$ cat config.mk
export PLATFORM = sky130hd
export DESIGN_NAME = result_uart_reporter
export DESIGN_NICKNAME = d
export VERILOG_FILES = /design/src/rtl/result_uart_reporter.sv
export SDC_FILE = /design/constraint.sdc
export NUM_CORES = 1
export LEC_CHECK = 0
export ABC_AREA = 1
export BUFFER_PORTS_ARGS = -buffer_cell sky130_fd_sc_hd__buf_2
export CORE_UTILIZATION = 55
export CTS_CLUSTER_DIAMETER = 40
export DETAILED_ROUTE_END_ITERATION = 12
export HOLD_SLACK_MARGIN = 0.06
export PLACE_DENSITY = 0.73
export SKIP_LAST_GASP = 1
export SYNTH_ARGS = -nofsm -noshare
export SYNTH_HDL_FRONTEND = slang
export SYNTH_SLANG_ARGS = --single-unit
$ cat constraint.sdc
create_clock -name clk -period 4.6 [get_ports clk]
set_input_delay 0.46 -clock clk [delete_from_list [all_inputs] [get_ports clk]]
set_output_delay 0.46 -clock clk [all_outputs]
set_load 0.02 [all_outputs]
$ cat src/rtl/result_uart_reporter.sv
// result_uart_reporter
//   Captures each SUBLEQ result strobe into a small FIFO. Each result is sent
//   over a UART TX pin as DATA_W/4 uppercase hex characters, then CR and LF.
//   The default frame format is 8N1, LSB first.
//   Define RESULT_UART_PARITY_EN to add an even-parity bit to every frame
//   (8E1). The parity bit goes between the data bits and the stop bit.
//   Parameter limits: CLKS_PER_BIT >= 2; FIFO_DEPTH is a power of two and
//   >= 2; DATA_W is a multiple of 4.
module result_uart_reporter #(
    parameter int CLKS_PER_BIT = 868,
    parameter int FIFO_DEPTH   = 4,
    parameter int DATA_W       = 64
) (
    input  logic                         clk,
    input  logic                         rst_n,
    input  logic                         clk_enable,
    input  logic                         result_ld,
    input  logic [DATA_W-1:0]            result_in,
    output logic                         uart_tx,
    output logic                         busy,
    output logic                         overflow,
    output logic [$clog2(FIFO_DEPTH):0]  fifo_count
);

    localparam int NIBBLES   = DATA_W / 4;
    localparam int NUM_CHARS = NIBBLES + 2;
    localparam int CHAR_W    = $clog2(NUM_CHARS);
    localparam int PTR_W     = $clog2(FIFO_DEPTH);
    localparam int CNT_W     = PTR_W + 1;
    localparam int BAUD_W    = $clog2(CLKS_PER_BIT);

    localparam logic [BAUD_W-1:0] BAUD_LAST = BAUD_W'(CLKS_PER_BIT - 1);
    localparam logic [CHAR_W-1:0] CHAR_CR   = CHAR_W'(NIBBLES);
    localparam logic [CHAR_W-1:0] CHAR_LAST = CHAR_W'(NUM_CHARS - 1);
    localparam logic [CNT_W-1:0]  CNT_FULL  = CNT_W'(FIFO_DEPTH);

    typedef enum logic [2:0] {
        S_IDLE,
        S_START,
        S_DATA,
        S_STOP
`ifdef RESULT_UART_PARITY_EN
        , S_PARITY
`endif
    } state_t;

    // ---------------------------------------------------------------- capture
    logic capture_pend_q, capture_pend_d;

    // ------------------------------------------------------------------- fifo
    logic [DATA_W-1:0] mem_q [FIFO_DEPTH];
    logic [PTR_W-1:0]  wr_ptr_q, wr_ptr_d;
    logic [PTR_W-1:0]  rd_ptr_q, rd_ptr_d;
    logic [CNT_W-1:0]  count_q, count_d;
    logic              overflow_q, overflow_d;
    logic              full;
    logic              push_ok;
    logic              pop;

    // -------------------------------------------------------------------- fsm
    state_t            state_q, state_d;
    logic [BAUD_W-1:0] baud_cnt_q, baud_cnt_d;
    logic [2:0]        bit_idx_q, bit_idx_d;
    logic [CHAR_W-1:0] char_idx_q, char_idx_d;
    logic [DATA_W-1:0] word_q, word_d;
    logic [3:0]        nibble;
    logic [7:0]        cur_char;
    logic              baud_done;
    logic              tx;

    // Capture is delayed one cycle, so result_in already holds the new result.
    assign capture_pend_d = clk_enable && result_ld;

    // Occupancy, pointer and overflow update. A push into a full FIFO still
    // succeeds when a pop happens in the same cycle.
    always_comb begin
        // NOTE: every variable gets a default before any branch, so this block cannot infer a latch.
        wr_ptr_d   = wr_ptr_q;
        rd_ptr_d   = rd_ptr_q;
        count_d    = count_q;
        overflow_d = overflow_q;
        full       = (count_q == CNT_FULL);
        push_ok    = capture_pend_q && (!full || pop);

        if (push_ok) begin
            wr_ptr_d = wr_ptr_q + PTR_W'(1);
        end
        if (pop) begin
            rd_ptr_d = rd_ptr_q + PTR_W'(1);
        end
        case ({push_ok, pop})
            2'b10:   count_d = count_q + CNT_W'(1);
            2'b01:   count_d = count_q - CNT_W'(1);
            default: count_d = count_q;
        endcase
        if (capture_pend_q && full && !pop) begin
            overflow_d = 1'b1;
        end
    end

    // Maps the current character index to the ASCII byte being sent.
    always_comb begin
        nibble = 4'h0;
        for (int i = 0; i < NIBBLES; i++) begin
            if (char_idx_q == CHAR_W'(i)) begin
                nibble = word_q[DATA_W-1-4*i -: 4];
            end
        end
        if (char_idx_q == CHAR_CR) begin
            cur_char = 8'h0D;
        end else if (char_idx_q == CHAR_LAST) begin
            cur_char = 8'h0A;
        end else if (nibble < 4'd10) begin
            cur_char = 8'h30 + {4'h0, nibble};
        end else begin
            cur_char = 8'h37 + {4'h0, nibble};
        end
    end

    // Next-state and TX-level logic for the serializer.
    always_comb begin
        state_d    = state_q;
        baud_cnt_d = baud_cnt_q;
        bit_idx_d  = bit_idx_q;
        char_idx_d = char_idx_q;
        word_d     = word_q;
        pop        = 1'b0;
        tx         = 1'b1;
        baud_done  = (baud_cnt_q == BAUD_LAST);

        case (state_q)
            S_IDLE: begin
                if (count_q != '0) begin
                    pop        = 1'b1;
                    word_d     = mem_q[rd_ptr_q];
                    char_idx_d = '0;
                    baud_cnt_d = '0;
                    state_d    = S_START;
                end
            end
            S_START: begin
                tx = 1'b0;
                if (baud_done) begin
                    baud_cnt_d = '0;
                    bit_idx_d  = '0;
                    state_d    = S_DATA;
                end else begin
                    baud_cnt_d = baud_cnt_q + BAUD_W'(1);
                end
            end
            S_DATA: begin
                tx = cur_char[bit_idx_q];
                if (baud_done) begin
                    baud_cnt_d = '0;
                    if (bit_idx_q == 3'd7) begin
`ifdef RESULT_UART_PARITY_EN
                        state_d = S_PARITY;
`else
                        state_d = S_STOP;
`endif
                    end else begin
                        bit_idx_d = bit_idx_q + 3'd1;
                    end
                end else begin
                    baud_cnt_d = baud_cnt_q + BAUD_W'(1);
                end
            end
`ifdef RESULT_UART_PARITY_EN
            S_PARITY: begin
                tx = ^cur_char;
                if (baud_done) begin
                    baud_cnt_d = '0;
                    state_d    = S_STOP;
                end else begin
                    baud_cnt_d = baud_cnt_q + BAUD_W'(1);
                end
            end
`endif
            S_STOP: begin
                tx = 1'b1;
                if (baud_done) begin
                    baud_cnt_d = '0;
                    if (char_idx_q == CHAR_LAST) begin
                        state_d = S_IDLE;
                    end else begin
                        char_idx_d = char_idx_q + CHAR_W'(1);
                        state_d    = S_START;
                    end
                end else begin
                    baud_cnt_d = baud_cnt_q + BAUD_W'(1);
                end
            end
            default: begin
                state_d = S_IDLE;
            end
        endcase
    end

    // Control registers. Reset aborts any frame and discards queued results.
    always_ff @(posedge clk or negedge rst_n) begin
        // NOTE: sequential state uses non-blocking assignments, so every flop samples pre-edge values.
        if (!rst_n) begin
            capture_pend_q <= 1'b0;
            wr_ptr_q       <= '0;
            rd_ptr_q       <= '0;
            count_q        <= '0;
            overflow_q     <= 1'b0;
            state_q        <= S_IDLE;
            baud_cnt_q     <= '0;
            bit_idx_q      <= '0;
            char_idx_q     <= '0;
            word_q         <= '0;
        end else begin
            capture_pend_q <= capture_pend_d;
            wr_ptr_q       <= wr_ptr_d;
            rd_ptr_q       <= rd_ptr_d;
            count_q        <= count_d;
            overflow_q     <= overflow_d;
            state_q        <= state_d;
            baud_cnt_q     <= baud_cnt_d;
            bit_idx_q      <= bit_idx_d;
            char_idx_q     <= char_idx_d;
            word_q         <= word_d;
        end
    end

    // FIFO storage write port.
    always_ff @(posedge clk) begin
        // NOTE: the storage array has no reset. Only valid entries are ever read, and the pointers do get reset.
        if (push_ok) begin
            mem_q[wr_ptr_q] <= result_in;
        end
    end

    // uart_tx comes straight from registered state, so reset forces the line high at once.
    assign uart_tx    = tx;
    assign busy       = (state_q != S_IDLE) || (count_q != '0);
    assign overflow   = overflow_q;
    assign fifo_count = count_q;

endmodule

======== Yosys cells after proc, flatten, opt, wreduce, memory -nomap -nowiden ========
Memory sizes are Yosys's and may differ from the RTL's. A register that Yosys moved wholly into a read port is not among the register bits.
Cells that the tools add are included.
operators by class
  reduce and logical (&&, ||, !) cells .... 23
  muxes and demuxes ....................... 45
  order comparisons ....................... 2
  add/sub/neg operators ................... 9
  equality and inequality tests ........... 32
operator list
  operator               number
  $mux 4                 16
  $eq 5x4->1 const B     8
  $mux 3                 8
  $mux 7                 3
  $eq 5x3->1 const B     4
  $mux 10                2
  $pmux 10 s2            1
  $mux 5                 3
  $add 6x4->7 const A    2
  $ne 2x2->1 const B     7
  $pmux 3 s2             2
  $pmux 3 s4             1
  $add 10x1->10 const B  1
  $eq 10x10->1 const B   1
  $eq 5x2->1 const B     2
  $eq 5x5->1 const B     2
  $pmux 5 s2             1
  $reduce_and 4->1       2
  $reduce_bool 2->1      4
  $add 3x1->3 const B    2
  $eq 3x2->1 const B     2
  $eq 3x3->1 const B     2
  $mux 1                 6
  $reduce_bool 3->1      2
  other kinds (19)       27
word-level totals
  output and inout bits ................... 6
  RAM bits ................................ 256
  word-level logic and storage cells ...... 121
  bits in registers ....................... 30
  memories kept ........................... 1
  bits of input ports ..................... 68
memory list
  name   depth  bits a word  read ports  clocked after memory_dff  wr ports  RTL line  text
  mem_q  4      64           1           1                         1         51        logic [DATA_W-1:0] mem_q [FIFO_DEPTH];

======== Longest topological paths before layout ========
Gate-level depths: netlist of the first run.
  depth in word-level cells ............... 24
  gate-level depth with buffers ........... 33
  mapped depth without buffers ............ 33

======== Least setup slack after synthesis of the first run ========
Ideal clock, no wire load.
  path type ............................... flip-flop to flip-flop
  from .................................... register state_q[0]
  to ...................................... memory mem_q[0][0], enable pin
  clock period less this slack ............ 4.194 ns
  path buffers ............................ 0
  data arrival time ....................... 3.707 ns
  path slack .............................. 0.406 ns
  library setup time ...................... 0.487 ns
  required time ........................... 4.113 ns
  stages on the path, launching flop included .. 7
  cells stage by stage .................... dfrtp_1 > inv_1 > ha_1 > inv_1 > nand3_1 > nand2_1 > nor2_1
between the ends
  longest elaborated chain between the ends .. 6
ends and longest elaborated chain
  item                          RTL line  text
  start, declared               61        state_t state_q, state_d;
  start signal, assigned        219       state_q <= state_d;
  $logic_not 3->1               131       case (state_q)
  $mux 1                        131
  $logic_or 1x1->1              83        push_ok = capture_pend_q && (!full || pop);
  $logic_and 1x1->1             83
  $mux 1                        230       if (push_ok) begin
  $mux 1 (implied by the code)  231       mem_q[wr_ptr_q] <= result_in;
  end, declared                 51
Every way passes these cells.

======== Final worst setup path of the first run ========
  from .................................... register char_idx_q[0]
  to ...................................... output uart_tx
between the ends
  longest elaborated chain between the ends .. 24
  elaborated cells on any way between the ends .. 43
  those cells by class .................... 2 x add/sub; 1 x order compare; 17 x eq/ne; 22 x mux; 1 x reduce/logical
ends and longest elaborated chain
  item                                       RTL line  text
  start, declared                            64        logic [CHAR_W-1:0] char_idx_q, char_idx_d;
  start signal, assigned                     222       char_idx_q <= char_idx_d;
  $logic_not 5->1                            105       if (char_idx_q == CHAR_W'(i)) begin
  $mux 4 (16 in a row)                       105
  $add 6x4->7, or another cell as far along  116       cur_char = 8'h37 + {4'h0, nibble};
  $mux 7                                     113       end else if (nibble < 4'd10) begin
  $mux 7                                     111       end else if (char_idx_q == CHAR_LAST) begin
  $mux 7 (*)                                 109       if (char_idx_q == CHAR_CR) begin
  $bmux 1 s3 (*)                             152       tx = cur_char[bit_idx_q];
  $mux 1 (implied by the code) (*)           152
  $pmux 1 s2 (*)                             131
  end, declared                              19        output logic uart_tx,
Mark *: on every way between the ends. The rest lies on a longest branch, timed or not. The select of a mux whose other input is x is not followed.

==> results summary, run 1 <==
The flow ran to the end, and the final reports show no timing, DRC or antenna violations. The family with the most delay on the worst path is simple AND/OR/NAND/NOR gates. The number of primary I/O pins came out at 74. The root buffer cell chosen for the clock tree is clkbuf_16. The commonest cells after synthesis are 258 x nor2_1, 256 x edfxtp_1, 206 x o21ai_0.

Setup violations remaining at the end of the flow were counted as 0. The worst-case headroom to the max-slew limit is 30.8%. The die is 164 µm tall.

The total power divided by cell area came out at 661 nW/µm². The worst path required time came out at 4140 ps. After detailed routing, the number of vias per cell comes to 5.41. The analysis attributes to cell leakage a power of 6.31 nW.

The number of global-route vias before repair came out at 9205. The first-pass iteration count of the detailed router is 5. Sorting the synthesized cells by area gives the leading types as edfxtp_1 53%, dfrtp_1 16%, o21ai_0 7.1%.

The wire length of the first global-routing pass is 47900 µm. The total congestion overflow came out at 0. Summed over its instances, the top area cell type makes up 53.1% of the synthesized netlist area.

The average routed wire per standard cell came out at 17.2 µm. Detailed placement ended at an HPWL of 18000 µm. The pin count of the biggest net entering global routing is 77. The final-report max-slew violation count was 0. Of the cells placed in the final design, the portion with a size suffix greater than 1 is 13.3%.

The tool flagged a number of max-cap violations equal to 0. The initial antenna violation count is 0. The share of the yosys chip area belonging to registers came out at 69.1%. For this run, design rule violations remaining after detail routing come to 0. The highest fanout seen on the critical path came out at 6. The number of fill cells in the layout came out at 1986. Leaving out filler cells and counting taps, the final layout contains 1761. The total number of placement rows came out at 59. The residual antenna-violating net count after detailed routing is 0. The number of nets in the synthesized netlist is 1405.

The critical path is of the flip-flop to primary output type. The global router's overall resource usage is 23.3%. The number of placed instances, taps included, is 1683. After synthesis the netlist holds a flip-flop and latch count of 349. The path class of the tightest hold or removal check is primary input to async pin.

By instance count, the cell type seen most on the critical path is nand2_1. The quantity of I/O buffers inserted on ports is 73. Adding up every negative setup slack in the final design gives 0 ps. The most common cell in the synthesized netlist is nor2_1. The number of synthesized flops with an enable pin is 256. The area enclosed by the die boundary came out at 27000 µm².

No sink is reached through more buffers than the 3 on the longest clock path. The initial DRC count came out at 741. The synthesized design spends more area on one cell type than any other, namely edfxtp_1.

STA classifies the critical path endpoint as a primary output. The core outline area came out at 26000 µm². The clock sink total came out at 349.

The post-synthesis to final-layout area growth came out at 15.0%. In the synthesized netlist the dominant register cell turns out to be edfxtp_1. The total via count after detailed routing came out at 9532. After clock tree synthesis, the clock-pin slew on the worst setup and hold paths is 60 ps. The arrival time reported for the critical path endpoint is 3610 ps.

The maximum level of the CTS H-tree is 2. The starting density of the core is 55.8%. Across the VDD grid, the largest voltage drop is 0.467 mV. The count of hold buffers inserted by post-cts repair came out at 0.

Between clock sinks in the finished design, the worst skew comes to 12.1 ps. Setup repair after global routing left no endpoint under its margin. The post-detailed-routing wire length is 30300 µm. The number of failing hold endpoints at the final stage came out at 0. The synthesized netlist occupies a cell area of 14500 µm². The master of the slowest instance on the critical path is dfrtp_1. The number of warnings printed during yosys synthesis is 0.

The CTS tree is yes. The share of async-settable or async-resettable flops after synthesis is 26.6%. The final period demand of the worst path is 4070 ps.

The average instance area after synthesis came out at 11.0 µm². The clock reaches the later pin of the worst-skew pair after 530 ps. The slew at the pin with the worst max-slew slack came out at 1040 ps.

Counting both buffers and inverters, the worst setup path holds a total of 3. The post-route fraction of the period consumed by the critical path is 88.6%. The stage delay of the slowest cell on the critical path is 430 ps.

The final layout contains 1481 nets. The die width came out at 164 µm. The post-synthesis cell type count is 35. The fmax is 245 MHz.

The worst setup path is launched from a flip-flop. The synthesized netlist cell count came out at 1317. The number of antenna diodes in the final layout is 0. At the end of routability-driven placement, the weighted congestion stood at 0.893. The total CTS buffers came out at 42.
[worst register-to-register path: stages, from the launching register on]
cell and delay (ps):
dfrtp_1 370, inv_1 90, ha_1 260, nand2_1 250, clkinv_2 660, ha_1 470, inv_1 100, fa_1 430
o21ai_0 160
[final cells by class]
type | instances | area [µm²] | share of cell area [%]
clock buffer | 52 | 1160 | 6.96
clock inverter | 25 | 274 | 1.64
inverter | 124 | 470 | 2.82
multi-input combinational | 789 | 3840 | 23.1
sequential | 349 | 10000 | 60.1
tap | 335 | 419 | 2.52
timing repair buffer | 87 | 473 | 2.84
[metal layers]
layer / vias up / share of wire (%) / track usage, % / routed length (µm)
li1: 4680 / - / - / -
met1: 4587 / 44 / 31.2 / 13400
met2: 225 / 49 / 39.0 / 14900
met3: 40 / 4.5 / 3.54 / 1370
met4: 0 / 2.2 / 7.70 / 671
met5: - / 0 / 0 / 0
[metrics by stage]
step | setup WS, ps | utilization (%) | power, mW | area (µm²) | hold slack (ps)
2_1_floorplan | 406 | - | 6.75 | 14500 | 164
3_3_place_gp | 1000 | 58.5 | 7.67 | 15200 | 453
3_5_place_dp | 937 | 58.5 | 7.75 | 15200 | 473
4_1_cts | 363 | 64.0 | 11.1 | 16600 | 82.2
5_1_grt | 27.2 | 64.1 | 11.7 | 16700 | 129
6_report | 527 | 64.1 | 11.0 | 16700 | 58.7
[timing repair]
| action | 4_1_cts | 5_1_grt |
|---|---|---|
| buffers inserted | 0 | 1 |
| gates resized for setup | 0 | 5 |
| setup endpoints to repair | 0 | 1 |
[layout by cell type, fill, tap and decap left out, drive strengths merged, types with 32 or more instances in the layout]
cell type,synthesis,final
nor2,261,261
edfxtp,256,256
o21ai,209,209
nand2,155,155
inv,123,127
dfrtp,93,93
buf,4,87
clkbuf,51,52
o22ai,38,38
a31oi,32,32
[power by group]
part	switching (mW)	internal [mW]
sequential	0.418	4.01
combinational	2.23	1.07
clock	1.29	2.00
[registers in the layout, indices dropped and copies added, names as in the netlist]
| name | flops |
|---|---|
| mem_q | 256 |
| word_q | 64 |
| baud_cnt_q | 10 |
| char_idx_q | 5 |
| bit_idx_q | 3 |
| fifo_count | 3 |
| rd_ptr_q | 2 |
| state_q | 2 |
| wr_ptr_q | 2 |
| capture_pend_q | 1 |
| overflow | 1 |
[kinds of logic (layout without fill, tap and decap cells)]
family	Yosys count	after routing	share of synthesized area, %
compound gates	295	295	10.9
xor+xnor	8	8	0.484
fa+ha+maj	20	20	1.78
buf+inv	179	288	4.65
flops	349	349	69.1
mux	1	1	0.0691
simple gates	465	465	13.0
[path summary, 6_finish.rpt]
path | cells after the start | end | start | slack, ps
max | 32 | uart_tx | char_idx_q[0] | 530
min | 1 | capture_pend_q | rst_n | 60
max reg2reg | 8 | fifo_count[1] | state_q[0] | 1750
min reg2reg | 1 | overflow | overflow | 490
max in group asynchronous | 2 | word_q[14] | rst_n | 3580
min in group clk | 3 | capture_pend_q | result_ld | 130
Note: power is estimated with default switching activity, not from simulation.
==> run 2, diff against run 1 <==
Settings changed: GPL_TIMING_DRIVEN from default to 0.
==> run 2 against run 1 <==
Net effect: sequential power shrank 3%; worst setup slack lost 280 ps; sequential share of layout area shrank 1.8 points; clock-buffer cell count shrank 2; largest power group unchanged.
==> results summary, run 2 (synthesized netlist as in run 1, its figures left out) <==
The flow ran to the end, and the final reports show no timing, DRC or antenna violations. Measured in cells, the most critical reg-to-reg path has a length of 12. The post-detailed-routing wire length is 34600 µm.

The post-route fraction of the period consumed by the critical path came out at 94.6%. The repair_antennas step left the layout with diodes totalling 0. The pin count of the biggest net entering global routing came out at 54. The register clock-pin slew on the reported worst setup and hold paths is 50 ps. Leaving out filler cells and counting taps, the final layout contains 1823. The final period demand of the worst path came out at 4350 ps. The initial DRC count came out at 843. The total power divided by cell area is 679 nW/µm². The quantity of I/O buffers inserted on ports is 73. Global routing consumed, over all layers together, 26.4% of the routing resources.

The placed cell count came out at 1736. The average routed wire per standard cell is 19.0 µm. For this block, the via count after detailed routing is 10200.

Ranked by flip-flop count, first place goes to mem_q. On the final layout, the worst hold slack is 117 ps. The critical path is of the flip-flop to primary output type. The design internal power is 7.33 mW. The latest clock arrival within the worst-skew pair came out at 550 ps. The minimum setup slack in the final design came out at 248 ps. The longest clock path from root to sink contains 3 buffers.

The switching part of the total came out at 37.2%. The first detailed-routing pass took 7 iterations. In this run, flip-flops and latches consume 36.9% of the power. Counting stages on the worst path, the most repeated cell is nand2_1. The share of final-layout standard cells stronger than drive strength 1 came out at 13.6%. The sequential cell area is 10000 µm². The total congestion overflow came out at 0. The clock sink total came out at 349. For this run, the slowest stage of the critical path takes 430 ps. In this run the clock root is driven by a clkbuf_16. Routability-driven placement finished with a final weighted congestion of 0.922. STA classifies the critical path endpoint as a primary output. The worst path required time came out at 4140 ps. The area enclosed by the die boundary is 27000 µm². The tightest min-delay check is of the primary input to flip-flop type. In this run the critical register-to-register path is launched from state_q[0]. The post-route clock skew came out at 16.7 ps.

The final number of setup-violating endpoints is 0. The largest registers in the layout are mem_q (256), word_q (64), baud_cnt_q (10). The endpoint of the worst hold path is capture_pend_q. The number of max-cap violations came out at 0. The die outline height is 164 µm. Across the VDD grid, the largest voltage drop is 0.420 mV.

The layout has 1944 filler cells. The total number of nets in the final design came out at 1540. The worst hold path begins at result_ld. The post-route setup TNS came out at 0 ps. The initial antenna violation count came out at 0. The number of clock buffers added by TritonCTS is 44. The highest fanout seen on the critical path came out at 5. Summed over all cells, the static leakage comes to 6.49 nW. Summing all placed instances gives a cell area of 15600 µm². The cell count of the worst hold path came out at 3.

The slowest stage of the critical path belongs to the cell dfrtp_2. The number of failing hold endpoints at the final stage is 0. Measured against its own limit, the worst slew margin works out to 47.3%.

The total number of placement rows came out at 59. The number of flip-flops under the largest register name came out at 256. The maximum level of the CTS H-tree is 2. Derived from the worst setup path, the maximum achievable clock frequency is 230 MHz. The share of total power dissipated in the clock network is 29.6%. The number of global-route vias before repair came out at 9941. The worst slack at placement came out at 687 ps.

The arrival time reported for the critical path endpoint came out at 3890 ps. The number of primary I/O pins came out at 74. The residual DRC count came out at 0. The post-synthesis to final-layout area growth is 18.5%.

In the layout the commonest cells are 256 x edfxtp_1, 252 x nor2_1, 205 x o21ai_0. The combinational cell fraction of total power is 33.5%. The die width came out at 164 µm. Leaving out fill and tap cells, the most frequent cell in the layout is edfxtp_1. The starting density of the core came out at 55.8%. The first global-routing pass estimated 53000 µm of wire. The CTS tree is yes. The slew at the pin with the worst max-slew slack is 789 ps. In this run the critical register-to-register path is captured at fifo_count[2]. The multi-input combinational cell area is 3890 µm². The post-detailed-route via-to-cell ratio is 5.61. The HPWL after detailed placement came out at 22800 µm. The core region is 26000 µm². The startpoint type of the worst setup path is a flip-flop. The residual antenna-violating net count after detailed routing is 0. The reported net switching power is 4.34 mW. The slack of the worst reg-to-reg path is 1080 ps. The final instance area is 17200 µm². The final-report max-slew violation count came out at 0.
-- run 2: worst max path at each step --
| stage | start | endpoint | slack, ps | cells after the start |
|---|---|---|---|---|
| global placement | state_q[0] | mem_q[3][19] | -1990 | 6 |
| global route | char_idx_q[0] | uart_tx | -70 | 32 |
| CTS | char_idx_q[1] | uart_tx | 30 | 31 |
| detailed placement | char_idx_q[1] | uart_tx | 690 | 31 |
| finish | char_idx_q[0] | uart_tx | 250 | 32 |
| floorplan | state_q[0] | mem_q[0][0] | 410 | 6 |
-- run 2: critical path: cells and delay by family, from the launching register on --
family | cells | cell delay (ps)
and+or+nand+nor | 25 | 1870
adders and majority gates | 2 | 440
DFF | 1 | 430
AOI/OAI and AO/OA | 2 | 370
buffers and inverters | 3 | 260
-- run 2: final cells by class --
| class | count | area share [%] |
|---|---|---|
| Sequential cell | 349 | 58.3 |
| Multi-Input combinational cell | 789 | 22.6 |
| Clock buffer | 50 | 6.79 |
| Timing Repair Buffer | 89 | 3.91 |
| Inverter | 124 | 2.72 |
| Tap cell | 335 | 2.44 |
| Clock inverter | 32 | 1.95 |
| Buffer | 55 | 1.20 |
-- run 2: layer usage --
metal,global-route usage (%),vias to the layer above,share of wire [%]
met2,43.7,369,49
met5,0,-,0
met1,35.0,4976,42
met3,4.62,72,6.3
li1,-,4817,-
met4,9.81,0,3.1
-- run 2: stage by stage --
| stage | power, mW | util (%) |
|---|---|---|
| global route | 12.3 | 66.1 |
| CTS | 11.5 | 65.7 |
| floorplan | 6.75 | - |
| finish | 11.7 | 66.1 |
| global placement | 7.88 | 58.8 |
| detailed placement | 8.07 | 59.9 |
-- run 2: repair_timing --
item / in CTS / in global routing
resized for setup: 0 / 24
hold buffers: 1 / 0
buffers inserted: 0 / 4
endpoints found under the setup margin: 0 / 1
hold endpoints to repair: 40 / 0
-- run 2: power groups by stage --
stage	sequential (mW)	combinational, mW	clock, mW
3_5_place_dp	4.36	3.71	0
2_1_floorplan	4.27	2.47	0
4_1_cts	4.30	3.77	3.48
6_report	4.30	3.90	3.46
5_1_grt	4.35	4.35	3.62
3_3_place_gp	4.39	3.49	0
